===== config.mk =====
export PLATFORM = sky130hd
export DESIGN_NAME = prior8_arbiter
export DESIGN_NICKNAME = d
export VERILOG_FILES = /design/src/rtl/prior8_arbiter.sv
export SDC_FILE = /design/constraint.sdc
export NUM_CORES = 1
export LEC_CHECK = 0
export ABC_AREA = 1
export CAP_MARGIN = 5
export CORE_ASPECT_RATIO = 0.6
export CORE_MARGIN = 2
export CORE_UTILIZATION = 49
export DETAILED_ROUTE_END_ITERATION = 12
export PLACE_DENSITY = 0.86
export SETUP_SLACK_MARGIN = 0.15
export SKIP_CTS_REPAIR_TIMING = 1
export SYNTH_ARGS = -nofsm -noshare
export SYNTH_HDL_FRONTEND = slang
export SYNTH_SLANG_ARGS = --single-unit

===== constraint.sdc =====
create_clock -name CLK -period 2.15 [get_ports CLK]
set_clock_uncertainty 0.2 [all_clocks]
set_input_delay 0.43 -clock CLK [delete_from_list [all_inputs] [get_ports CLK]]
set_output_delay 0.43 -clock CLK [all_outputs]
set_load 0.02 [all_outputs]

===== src/rtl/prior8_arbiter.sv =====
// ---------------------------------------------------------------------------
// prior8_arbiter: 8-requester grant-and-hold arbiter with one-cycle turnaround.
// Optional ROUND_ROBIN_EN macro replaces fixed priority with a rotating pointer.
// Rev 1.0
// ---------------------------------------------------------------------------
`default_nettype none

module prior8_arbiter #(
    parameter int MAXHOLD = 15
) (
    input  logic       CLK,
    input  logic       RESET_L,
    input  logic [7:0] REQ,
    input  logic       DONE,
    output logic [7:0] GNT,
    output logic [2:0] A,
    output logic       VALID,
    output logic       IDLE,
    output logic       TIMEOUT
);

    localparam int              CW        = $clog2(MAXHOLD + 1);
    localparam logic [CW-1:0]   HOLD_LAST = CW'(MAXHOLD - 1);

    typedef enum logic [1:0] {
        S_IDLE  = 2'd0,
        S_GRANT = 2'd1,
        S_GAP   = 2'd2
    } state_t;

    state_t          state_q, state_d;
    logic [CW-1:0]   cnt_q, cnt_d;
    logic [7:0]      gnt_q, gnt_d;
    logic [2:0]      a_q, a_d;
    logic            valid_q, valid_d;
    logic            idle_q, idle_d;
    logic            timeout_q, timeout_d;
    logic [2:0]      winner;

    // Highest set bit wins; a zero vector yields index 0 (never used for a grant).
    function automatic logic [2:0] prio_enc8(input logic [7:0] v);
        logic [2:0] idx;
        idx = 3'd0;
        for (int i = 0; i < 8; i++) begin
            if (v[i]) idx = 3'(i);
        end
        return idx;
    endfunction

`ifdef ROUND_ROBIN_EN
    logic [2:0] p_q, p_d;
    logic [7:0] req_rot;

    // Rotate so requester P lands on bit 7, encode, then rotate the index back.
    always_comb begin
        req_rot = 8'h00;
        for (int i = 0; i < 8; i++) begin
            req_rot[i] = REQ[3'(i) + p_q + 3'd1];
        end
        winner = prio_enc8(req_rot) + p_q + 3'd1;
    end
`else
    always_comb begin
        winner = prio_enc8(REQ);
    end
`endif

    always_comb begin
        state_d   = state_q;
        cnt_d     = cnt_q;
        gnt_d     = gnt_q;
        a_d       = a_q;
        valid_d   = valid_q;
        idle_d    = idle_q;
        timeout_d = 1'b0;
`ifdef ROUND_ROBIN_EN
        p_d       = p_q;
`endif
        case (state_q)
            S_IDLE: begin
                if (REQ != 8'h00) begin
                    state_d = S_GRANT;
                    cnt_d   = '0;
                    gnt_d   = 8'h01 << winner;
                    a_d     = winner;
                    valid_d = 1'b1;
                    idle_d  = 1'b0;
`ifdef ROUND_ROBIN_EN
                    p_d     = winner - 3'd1;
`endif
                end
            end
            S_GRANT: begin
                if (DONE || !REQ[a_q] || (cnt_q == HOLD_LAST)) begin
                    // Normal release takes precedence over expiry in the same cycle.
                    timeout_d = !(DONE || !REQ[a_q]);
                    state_d   = S_GAP;
                    cnt_d     = '0;
                    gnt_d     = 8'h00;
                    a_d       = 3'd0;
                    valid_d   = 1'b0;
                    idle_d    = 1'b1;
                end else begin
                    cnt_d = cnt_q + 1'b1;
                end
            end
            S_GAP: begin
                state_d = S_IDLE;
            end
            default: begin
                state_d = S_IDLE;
                cnt_d   = '0;
                gnt_d   = 8'h00;
                a_d     = 3'd0;
                valid_d = 1'b0;
                idle_d  = 1'b1;
            end
        endcase
    end

    always_ff @(posedge CLK or negedge RESET_L) begin
        if (!RESET_L) begin
            state_q   <= S_IDLE;
            cnt_q     <= '0;
            gnt_q     <= 8'h00;
            a_q       <= 3'd0;
            valid_q   <= 1'b0;
            idle_q    <= 1'b1;
            timeout_q <= 1'b0;
`ifdef ROUND_ROBIN_EN
            p_q       <= 3'd7;
`endif
        end else begin
            state_q   <= state_d;
            cnt_q     <= cnt_d;
            gnt_q     <= gnt_d;
            a_q       <= a_d;
            valid_q   <= valid_d;
            idle_q    <= idle_d;
            timeout_q <= timeout_d;
`ifdef ROUND_ROBIN_EN
            p_q       <= p_d;
`endif
        end
    end

    assign GNT     = gnt_q;
    assign A       = a_q;
    assign VALID   = valid_q;
    assign IDLE    = idle_q;
    assign TIMEOUT = timeout_q;

endmodule

`default_nettype wire


* Word-level counts from Yosys, hierarchy flattened *
Cells that the tools add are included.

word-level totals
  register bits after elaboration = 20
  bits of input ports = 11
  output and inout port bits = 14
  logic and storage cells = 54

operators by class
  $add $sub $neg = 1
  order comparisons = 1
  equal/unequal tests = 5
  shift-type cells = 1
  mux-type cells = 29
  bitwise operators = 1
  reduce and logical (&&, ||, !) cells = 9

operators with widths
  kind                   count
  $pmux W8 S3            1
  $mux W3                7
  $mux W8                2
  $pmux W4 S3            1
  $pmux W3 S3            1
  $mux W1                8
  $mux W4                2
  $reduce_bool A8 Y1     1
  $shl A1 B3 Y8 const A  1
  $mux W2                3
  $pmux W1 S3            2
  $add A4 B1 Y4 const B  1
  $eq A4 B4 Y1 const B   1
  $lt A3 B4 Y1 const B   1
  $ne A2 B2 Y1 const B   2
  $pmux W2 S2            1
  $reduce_and A2 Y1      2
  $bmux W1 S3            1
  $reduce_and A3 Y1      1
  $eq A2 B1 Y1 const B   1
  $eq A2 B2 Y1 const B   1
  $logic_not A1 Y1       2
  $logic_not A2 Y1       1
  $logic_or A1 B1 Y1     2
  $not A1 Y1             1

* Depth between registers and ports, before layout *
  word-level depth = 10
  mapped depth = 10
  gate-level depth less buffers = 9

* Least setup slack after synthesis *
No wires, ideal clock.

  kind = flip-flop to flip-flop
  start = reg cnt_q[0]
  end = reg a_q[0] (netlist: A[0])
  setup time = 118 ps
  arrival = 1265 ps
  required time = 1832 ps
  setup slack = 567 ps
  cell stages (with the launch flop) = 11
  buffers on the path = 1
  period minus slack after synthesis = 1583 ps
  cells stage by stage = dfrtp_1 > inv_1 > ha_1 > nand3_1 > nand2_1 > clkinv_1 > nand4_4 > nand2_4 > buf_6 > nand2_1 > nand2_1

between the ends
  word-level cells in the longest chain between the ends = 4

ends and longest elaborated chain
  item                         line  RTL
  from (decl)                  32    logic [CW-1:0] cnt_q, cnt_d;
  from (signal assigned)       135   cnt_q <= cnt_d;
  $eq A4 B4 Y1                 94    if (DONE || !REQ[a_q] || (cnt_q == HOLD_LAST)) begin
  $logic_or A1 B1 Y1           94
  $ne A2 B2 Y1 (no line)       -
  $reduce_and A3 Y1 (no line)  -
  to (signal assigned)         126   a_q <= 3'd0;
  to (signal assigned)         137   a_q <= a_d;
  to (decl)                    34    logic [2:0] a_q, a_d;

No other way between the ends.
A chain may end at the register's enable or synchronous reset.

* Worst setup path after layout *
  start = reg a_q[1] (netlist: A[1])
  end = out A[1]

RTL lines
  item       line  RTL
  to (decl)  16    output logic [2:0] A,

No word-level cell between the ends.

==> results.cfg <==
[outcome]
outcome = completed

[cells_and_area]
fin_nets = 182
num_antenna_cells = 0
multiInputGateArea_um2 = 490
fillers = 183
stdcell_count = 198
stdcell_area_um2 = 1420
regArea_um2 = 502
area_growth_pct = 30.7
final_layout_size_suffix_gt1_share_pct = 12.5

[timing]
tns_ps = 0
fin_crit_ps = 1950
drv_slew = 0
rsz0062_at_grt = no
slew_headroom_pct = 72.6
setup_viol = 0
fin_crit_sh_pct = 90.7
layout_setup_ws_ps = 200
worst_pin_slew_ps = 410
max_freq_mhz = 513
hold_viol_final = 0

[power_and_ir_drop]
power_density_nw_per_um2 = 1130
peakVddDrop_uv = 529
finalPower_mw = 1.61
p_leak_nw = 0.750

[critical_path]
crit_slowest_cell = clkdlybuf4s50_1
cp.required_ps = 1520
worst_setup_path_start_kind = flop
crit_family = buffers and inverters
crit_type = reg2out
slowest_delay_ps = 630
rr_worst_depth = 9
worst_r2r_endpoint = cnt_q[2]$_DFFE_PN0P_
cp.buffers_inverters = 1
r2r_start = state_q[0]$_DFFE_PN0P_
r2r_setup_slack_ps = 440
timing.critical_path.cells = clkdlybuf4s50_1
path_max_fanout = 5
worstSetupEndpointType = output pin
crit_start = A[1]$_DFFE_PN0P_
path_depth = 1
worstPathArrival_ps = 1320
critPathCapture = A[1]

[grt]
grt_util_met3_pct = 5.34
top_usage_layer = met2
gr-total-overflow = 0
grt_pass1_wl_mm = 4.25
grt_usage_pct = 22.6
antenna_found_initial = 0
met2_usage_pct = 35.1
use_met1_pct = 32.2
grt_pass1_vias = 882
grt_max_degree = 21

[clocking]
cts_tree = built
clk_pin_slew_ps = 80
htreeDepth = 1
clockRootBuffer = clkbuf_8
cts_buffers = 3
clockBufferDepth = 2
clock-sinks = 20
clkLatencyLatePin_ps = 260

[floorplan]
die_h_um = 40.5
core_um2 = 2130
num_rows = 13
dieWidth_um = 64.9
die-area_um2 = 2630
start_util_pct = 51.1
io_pins = 25

[worst_hold_path]
worstHoldPathType = reg2reg

[placement]
dpl_cell_area_um2 = 1360
dp_cells = 194
gp_congestion = 0.838
pre_cts_ws_ps = 48.9
io_buffers = 24
place_hpwl_mm = 1.90

[detailed_routing]
wl_per_cell_um = 12.7
dr_total_vias = 984
drtIter0Drc = 90
routed_wl_mm = 2.52
drt_first_pass_iters = 4
drcViolationCount = 0
routed_via_density = 4.97
ant_nets = 0

[yosys]
syn_inst = 140
avgSynthCellArea_um2 = 7.78
syn_nets = 153
yosys.cell_types.count = 24
yosysWarningCount = 0
syn_area_um2 = 1090
ys_seq_area_share_pct = 46.0
synth_seq_cells = 20

[flow_run]
drv_cap = 0
[power breakdown]
| part | total [mW] | switching, mW | internal [mW] |
|---|---|---|---|
| Clock | 0.291 | 0.127 | 0.163 |
| Sequential | 0.578 | 0.0969 | 0.481 |
| Combinational | 0.741 | 0.450 | 0.291 |
| Total | 1.61 | 0.674 | 0.936 |
[tightest hold or removal path: stages, from the launching register on]
cell     delay [ps]
dfrtp_1         340
nand2_1          50
nand2_1          50
[stage by stage]
stage	hold WS, ps	utilization, %
2_1_floorplan	-65.6	-
3_3_place_gp	255	64.0
3_5_place_dp	261	64.0
4_1_cts	278	66.6
5_1_grt	318	66.8
6_report	274	66.8
[flip-flops by register name, indices dropped and copies added (netlist names)]
register,cells
A,3
IDLE,1
TIMEOUT,1
VALID,1
state_q,2
cnt_q,4
GNT,8
[layer usage]
| metal | part of all wire (%) | vias to the layer above |
|---|---|---|
| li1 | - | 497 |
| met1 | 51 | 448 |
| met2 | 43 | 35 |
| met3 | 5.6 | 4 |
| met4 | 0.83 | 0 |
| met5 | 0 | - |
[logic make-up after synthesis]
| logic type | Yosys count | share of synthesized area, % |
|---|---|---|
| AOI/OAI and AO/OA | 5 | 3.67 |
| muxes | 1 | 0.919 |
| adders and majority gates | 2 | 2.30 |
| and+or+nand+nor | 88 | 38.1 |
| DFF | 20 | 46.0 |
| buffers and inverters | 24 | 8.95 |
[cells in the final DEF, fill, tap and decap left out, types with 4 or more instances in the layout]
cell             instances
inv_2                    8
inv_1                   14
clkdlybuf4s50_1         22
nand3_1                 15
nand4_1                  5
clkbuf_8                 4
nor2_1                   5
dfrtp_1                 19
nand2_1                 54
[final cells by class]
class | count | share of cell area, %
tap | 30 | 2.64
clock buffer | 4 | 3.87
multi-input combinational | 96 | 34.4
sequential | 20 | 35.2
inverter | 23 | 6.06
timing repair buffer | 25 | 17.8
[how the worst min path moves through the flow]
stage                                   from            endpoint  cells past startpoint
final                     GNT[2]$_DFFE_PN0P_  GNT[2]$_DFFE_PN0P_                      2
after global routing        IDLE$_DFFE_PN1P_    IDLE$_DFFE_PN1P_                      2
after CTS                 GNT[2]$_DFFE_PN0P_  GNT[2]$_DFFE_PN0P_                      2
after detailed placement  GNT[2]$_DFFE_PN0P_  GNT[2]$_DFFE_PN0P_                      2
after global placement      IDLE$_DFFE_PN1P_    IDLE$_DFFE_PN1P_                      2
after floorplan                      RESET_L    A[0]$_DFFE_PN0P_                      0
[cell usage after synthesis]
cell / instances / area, µm²
inv_2: 8 / 30.0
a21oi_1: 2 / 10.0
nand3_1: 15 / 75.1
nor3_1: 2 / 10.0
mux2i_1: 1 / 10.0
dfrtp_1: 19 / 475
clkinv_1: 1 / 3.75
nand3_2: 1 / 10.0
buf_6: 1 / 11.3
nor2_2: 1 / 6.26
ha_1: 2 / 25.0
nand4_4: 1 / 21.3
o21ai_1: 1 / 5.00
nand4_1: 5 / 31.3
a21boi_4: 1 / 18.8
nor2_1: 5 / 18.8
nand3b_2: 1 / 11.3
nand2_4: 1 / 11.3
dfstp_2: 1 / 26.3
nor4_1: 1 / 6.26
o22ai_1: 1 / 6.26
inv_1: 14 / 52.6
nor2_4: 1 / 11.3
nand2_1: 54 / 203
No activity file was read; power rests on OpenSTA's default activity.
